$ cat src/rtl/tft_pkg.sv
// rtl/tft_pkg.sv - shared types, panel constants and RGB565 helpers for the TFT sprite renderer
package tft_pkg;

    typedef logic [15:0] rgb565_t;

    typedef enum logic {
        DIR_FWD = 1'b0,
        DIR_REV = 1'b1
    } dir_e;

    localparam int TFT_H_RES = 800;
    localparam int TFT_V_RES = 480;

    localparam rgb565_t TFT_BLACK        = 16'h0000;
    localparam rgb565_t TFT_BG_COLOR     = 16'h0010;
    localparam rgb565_t TFT_SPR_COLOR    = 16'hF800;
    localparam rgb565_t TFT_BORDER_COLOR = 16'hFFFF;

    function automatic logic [4:0] rgb565_r(input rgb565_t c);
        return c[15:11];
    endfunction

    function automatic logic [5:0] rgb565_g(input rgb565_t c);
        return c[10:5];
    endfunction

    function automatic logic [4:0] rgb565_b(input rgb565_t c);
        return c[4:0];
    endfunction

endpackage

$ cat src/rtl/tft_bounce_axis.sv
// rtl/tft_bounce_axis.sv - one-axis sprite position with FWD/REV bounce, stepping once per frame tick
module tft_bounce_axis
    import tft_pkg::*;
#(
    parameter int RES      = 800,
    parameter int SPR_SIZE = 64,
    parameter int SPEED    = 2
) (
    input  logic        i_clk,
    input  logic        i_rst,
    input  logic        i_tick,
    output logic [11:0] o_pos
);

    localparam logic [12:0] MAX_POS = 13'(RES - SPR_SIZE);
    localparam logic [12:0] STEP    = 13'(SPEED);

    dir_e        state_q, state_d;
    logic [11:0] pos_q, pos_d;
    logic [12:0] pos_w;

    always_ff @(posedge i_clk) begin
        if (i_rst) begin
            state_q <= DIR_FWD;
            pos_q   <= '0;
        end else begin
            state_q <= state_d;
            pos_q   <= pos_d;
        end
    end

    // Clamp onto the edge on the same tick that flips direction.
    always_comb begin
        state_d = state_q;
        pos_d   = pos_q;
        pos_w   = {1'b0, pos_q};
        if (i_tick) begin
            if (state_q == DIR_FWD) begin
                if (pos_w + STEP >= MAX_POS) begin
                    pos_d   = MAX_POS[11:0];
                    state_d = DIR_REV;
                end else begin
                    pos_d = pos_q + STEP[11:0];
                end
            end else begin
                if (pos_w <= STEP) begin
                    pos_d   = '0;
                    state_d = DIR_FWD;
                end else begin
                    pos_d = pos_q - STEP[11:0];
                end
            end
        end
    end

    assign o_pos = pos_q;

endmodule

$ cat src/rtl/tft_sprite_renderer.sv
// rtl/tft_sprite_renderer.sv - two-strobe colour pipeline drawing a bouncing square over a solid background
// Optional white 1-pixel sprite border when TFT_SPRITE_BORDER_EN is defined.
module tft_sprite_renderer
    import tft_pkg::*;
#(
    parameter int      H_RES     = TFT_H_RES,
    parameter int      V_RES     = TFT_V_RES,
    parameter int      SPR_SIZE  = 64,
    parameter int      SPEED     = 2,
    parameter rgb565_t BG_COLOR  = TFT_BG_COLOR,
    parameter rgb565_t SPR_COLOR = TFT_SPR_COLOR
) (
    input  logic        i_clk,
    input  logic        i_rst,
    input  logic        i_pix_stb,
    input  logic        i_hs,
    input  logic        i_vs,
    input  logic [11:0] i_x,
    input  logic [8:0]  i_y,
    output logic        o_hs,
    output logic        o_vs,
    output logic [4:0]  o_r,
    output logic [5:0]  o_g,
    output logic [4:0]  o_b
);

    logic [11:0] pos_x, pos_y;
    logic        frame_tick;

    // First pixel of the first blanking line: the sprite moves only here.
    assign frame_tick = i_pix_stb && (i_x == 12'd0) && (i_y == 9'(V_RES));

    tft_bounce_axis #(.RES(H_RES), .SPR_SIZE(SPR_SIZE), .SPEED(SPEED)) u_axis_x (
        .i_clk  (i_clk),
        .i_rst  (i_rst),
        .i_tick (frame_tick),
        .o_pos  (pos_x)
    );

    tft_bounce_axis #(.RES(V_RES), .SPR_SIZE(SPR_SIZE), .SPEED(SPEED)) u_axis_y (
        .i_clk  (i_clk),
        .i_rst  (i_rst),
        .i_tick (frame_tick),
        .o_pos  (pos_y)
    );

    logic [12:0] x_w, y_w, px_w, py_w;
    logic        active_d, in_spr_d;
    logic        active_q, in_spr_q, hs1_q, vs1_q;
    rgb565_t     rgb_d, rgb_q;
    logic        hs2_q, vs2_q;

    assign x_w  = {1'b0, i_x};
    assign y_w  = {4'b0, i_y};
    assign px_w = {1'b0, pos_x};
    assign py_w = {1'b0, pos_y};

    assign active_d = (x_w < 13'(H_RES)) && (y_w < 13'(V_RES));
    assign in_spr_d = (x_w >= px_w) && (x_w < px_w + 13'(SPR_SIZE)) &&
                      (y_w >= py_w) && (y_w < py_w + 13'(SPR_SIZE));

`ifdef TFT_SPRITE_BORDER_EN
    logic ring_d, ring_q;

    assign ring_d = (x_w == px_w) || (x_w == px_w + 13'(SPR_SIZE - 1)) ||
                    (y_w == py_w) || (y_w == py_w + 13'(SPR_SIZE - 1));

    always_ff @(posedge i_clk) begin
        if (i_rst) begin
            ring_q <= 1'b0;
        end else if (i_pix_stb) begin
            ring_q <= ring_d;
        end
    end
`endif

    always_ff @(posedge i_clk) begin
        if (i_rst) begin
            active_q <= 1'b0;
            in_spr_q <= 1'b0;
            hs1_q    <= 1'b1;
            vs1_q    <= 1'b1;
            rgb_q    <= TFT_BLACK;
            hs2_q    <= 1'b1;
            vs2_q    <= 1'b1;
        end else if (i_pix_stb) begin
            active_q <= active_d;
            in_spr_q <= in_spr_d;
            hs1_q    <= i_hs;
            vs1_q    <= i_vs;
            rgb_q    <= rgb_d;
            hs2_q    <= hs1_q;
            vs2_q    <= vs1_q;
        end
    end

    always_comb begin
        rgb_d = BG_COLOR;
        if (!active_q) begin
            rgb_d = TFT_BLACK;
        end else if (in_spr_q) begin
`ifdef TFT_SPRITE_BORDER_EN
            rgb_d = ring_q ? TFT_BORDER_COLOR : SPR_COLOR;
`else
            rgb_d = SPR_COLOR;
`endif
        end
    end

    assign o_hs = hs2_q;
    assign o_vs = vs2_q;
    assign o_r  = rgb565_r(rgb_q);
    assign o_g  = rgb565_g(rgb_q);
    assign o_b  = rgb565_b(rgb_q);

endmodule
$ cat config.mk
export PLATFORM = sky130hd
export DESIGN_NAME = tft_sprite_renderer
export DESIGN_NICKNAME = d
export VERILOG_FILES = /design/src/rtl/tft_pkg.sv /design/src/rtl/tft_bounce_axis.sv /design/src/rtl/tft_sprite_renderer.sv
export SDC_FILE = /design/constraint.sdc
export NUM_CORES = 1
export LEC_CHECK = 0
export ABC_CLOCK_PERIOD_IN_PS = 2390
export CORE_ASPECT_RATIO = 1.4
export CORE_MARGIN = 3
export CORE_UTILIZATION = 40
export DETAILED_ROUTE_END_ITERATION = 7
export SLEW_MARGIN = 40
export SYNTH_ARGS = -nofsm -noshare
export SYNTH_HDL_FRONTEND = slang
export SYNTH_SLANG_ARGS = --single-unit
$ cat constraint.sdc
create_clock -name i_clk -period 2.39 [get_ports i_clk]
set_input_delay 0.3585 -clock i_clk [delete_from_list [all_inputs] [get_ports i_clk]]
set_output_delay 0.3585 -clock i_clk [all_outputs]
set_load 0.005 [all_outputs]
==> metrics.cfg <==
[clocking]
clk_latency_ns = 0.29
clkSlewWorstSetupHoldPaths_ns = 0.07
cts-root-buf = clkbuf_8
cts_buffers = 5
htree_num_levels = 2
tritoncts = built
cts.sinks = 32
clockBufferDepth = 2
hold_buffers = 0

[route]
first_pass_iters = 4
drt-vias-per-instance = 5.77
vias = 3426
routedWlPerCell_microns = 16.5
wirelength_mm = 9.81
drt-initial-drc-count = 199
antenna_left = 0
route.detailed.drc = 0

[critical_path]
cp.arrival_ns = 2.55
crit_end = u_axis_x.o_pos[11]
r2r_slack_ns = 0.13
start_kind = primary input
r2r_cells = 6
rr_startpoint = u_axis_y.o_pos[2]
crit_path_start = i_y[3]
cp_data_required_time_ns = 2.61
crit_fanout = 6
timing.rr.end = u_axis_y.o_pos[7]
end_kind = register
worstSetupPathType = primary input to register

[yosys]
ys_seq_area_frac = 0.193
syn-cell-area_sq_mm = 0.00332
synthTopCellsByArea = dfxtp_1, ha_1, a21oi_1
yosysWarningCount = 0
synth_commonest_cells = ha_1, a21oi_1, dfxtp_1
ys_seq_elements = 32
syn_inst = 436
yosysMostFrequentCell = ha_1
netlist.area_leader.share = 0.193
synthFlopType = dfxtp_1
synth_edf_count = 0
synth_area_per_cell_sq_um = 7.62
synth.largest_area_cell = dfxtp_1
ys_types = 68
ys_async_sr_fraction = 0

[sta]
fin_crit_ns = 2.32
max_slew.worst_pin.slew_ns = 0.688
fmax_ghz = 0.431
fin_skew_ns = 0.00586
finalSetupViolations = 0
slew_violations = 0
finalHoldViolCount = 0
min_period_over_period = 0.971
relSlewSlack = 0.538

[die]
die_area_sq_mm = 0.00945
ioPinCount = 44
placementRows = 38
core_sq_mm = 0.00789
die_w_microns = 83.0
die_height_microns = 114
initial_core_util = 0.421

[pwr]
finalPower_mw = 1.32
p_leak_nw = 1.50
powerDensity_mw_per_mm2 = 322
peakVddDrop_uv = 234

[run_status]
status = finished, final reports clean

[placed_design]
hpwl_mm = 7.69
gp_congestion = 0.929
placed_cells = 584
portBuffers = 33

[grt]
use_met3 = 0.0195
grt_usage = 0.203
grt_max_degree = 22
grt_pass1_vias = 3376
busiest_layer = met2
gr-total-overflow = 0
met2_usage = 0.384
grt_pass1_wl_mm = 15.8
antenna_found_initial = 0
grt_util_met1 = 0.223

[final_layout]
area_delta_synth_final_pct = 23.7
antenna_cells = 0
final_net_count = 558
post-route-util = 0.521
stdcell_count = 594
drive_gt1_frac = 0.160

[hold_path]
hold_class = register to register

[run]
drv_cap = 0

-- metrics by stage --
step | hold WS, ns | setup TNS [ns] | worst slack (ns) | cell area (sq um)
floorplan | 0.431 | 0 | 0.278 | 3360
global placement | 0.434 | -1.30 | -0.159 | 3940
detailed placement | 0.446 | -1.93 | -0.200 | 3940
CTS | 0.463 | 0 | 0.0176 | 4050
global route | 0.483 | -0.108 | -0.0354 | 4110
finish | 0.461 | 0 | 0.0697 | 4110
-- critical path: stages --
cell and delay, ns:
clkdlybuf4s50_1 0.42, or4_4 0.55, nor4b_4 0.28, nand4_1 0.16, buf_6 0.18, buf_4 0.15
nor4_4 0.20, nand3_1 0.12, a21oi_2 0.12
-- cells by family after synthesis --
| logic type | synth area share |
|---|---|
| other | 0.00113 |
| adders and majority gates | 0.147 |
| DFF | 0.193 |
| xor gates and xnor gates | 0.0369 |
| and+or+nand+nor | 0.260 |
| AOI/OAI and AO/OA | 0.266 |
| buffers and inverters | 0.0968 |
-- placed cells by master, fill, tap and decap left out, types with 10 or more instances in the layout --
| cell | n |
|---|---|
| clkdlybuf4s50_1 | 33 |
| nor3_1 | 14 |
| ha_1 | 38 |
| nand2_1 | 23 |
| inv_1 | 26 |
| a21oi_1 | 37 |
| buf_4 | 43 |
| conb_1 | 10 |
| o21ai_0 | 20 |
| nor2_1 | 24 |
| nand3_1 | 29 |
| nor4_1 | 10 |
| xnor2_1 | 14 |
| dfxtp_1 | 27 |
-- how the worst min path moves through the flow --
stage / start / cells after the start / to
finish: vs1_q / 1 / o_vs
global route: hs1_q / 1 / o_hs
global placement: hs1_q / 1 / o_hs
floorplan: hs1_q / 1 / o_hs
detailed placement: vs1_q / 1 / o_vs
CTS: vs1_q / 1 / o_vs
-- metal layers --
metal / wire length, microns / part of all wire
met5: 0 / 0
met4: 405 / 0.041
met3: 237 / 0.024
met2: 5220 / 0.53
met1: 3950 / 0.40
-- power breakdown --
group / internal (mW) / switching [mW] / leakage (nW)
Combinational: 0.128 / 0.125 / 1.19
Clock: 0.308 / 0.216 / 0.0541
Sequential: 0.539 / 0.00718 / 0.262
-- timing repair --
item	CTS	global route
setup endpoints to repair	1	10
buffers inserted	0	1
gates resized for setup	1	15
cloned	0	1
pin swaps	0	10
-- state kept, by name, summed over array words and instances (netlist names) --
signal	flops
u_axis_y.state_q	1
in_spr_q	1
o_vs	1
o_hs	1
u_axis_x.o_pos	11
u_axis_x.state_q	1
rgb_q	2
u_axis_y.o_pos	11
active_q	1
hs1_q	1
vs1_q	1
-- final cells by class --
cell class | count | area, sq um
clock buffer | 5 | 68.8
clock inverter | 3 | 42.5
fill | 803 | 3780
inverter | 26 | 97.6
multi-input combinational | 348 | 2420
sequential | 32 | 652
tap | 100 | 125
timing repair buffer | 80 | 701
Note: power is estimated with default switching activity, not from simulation.
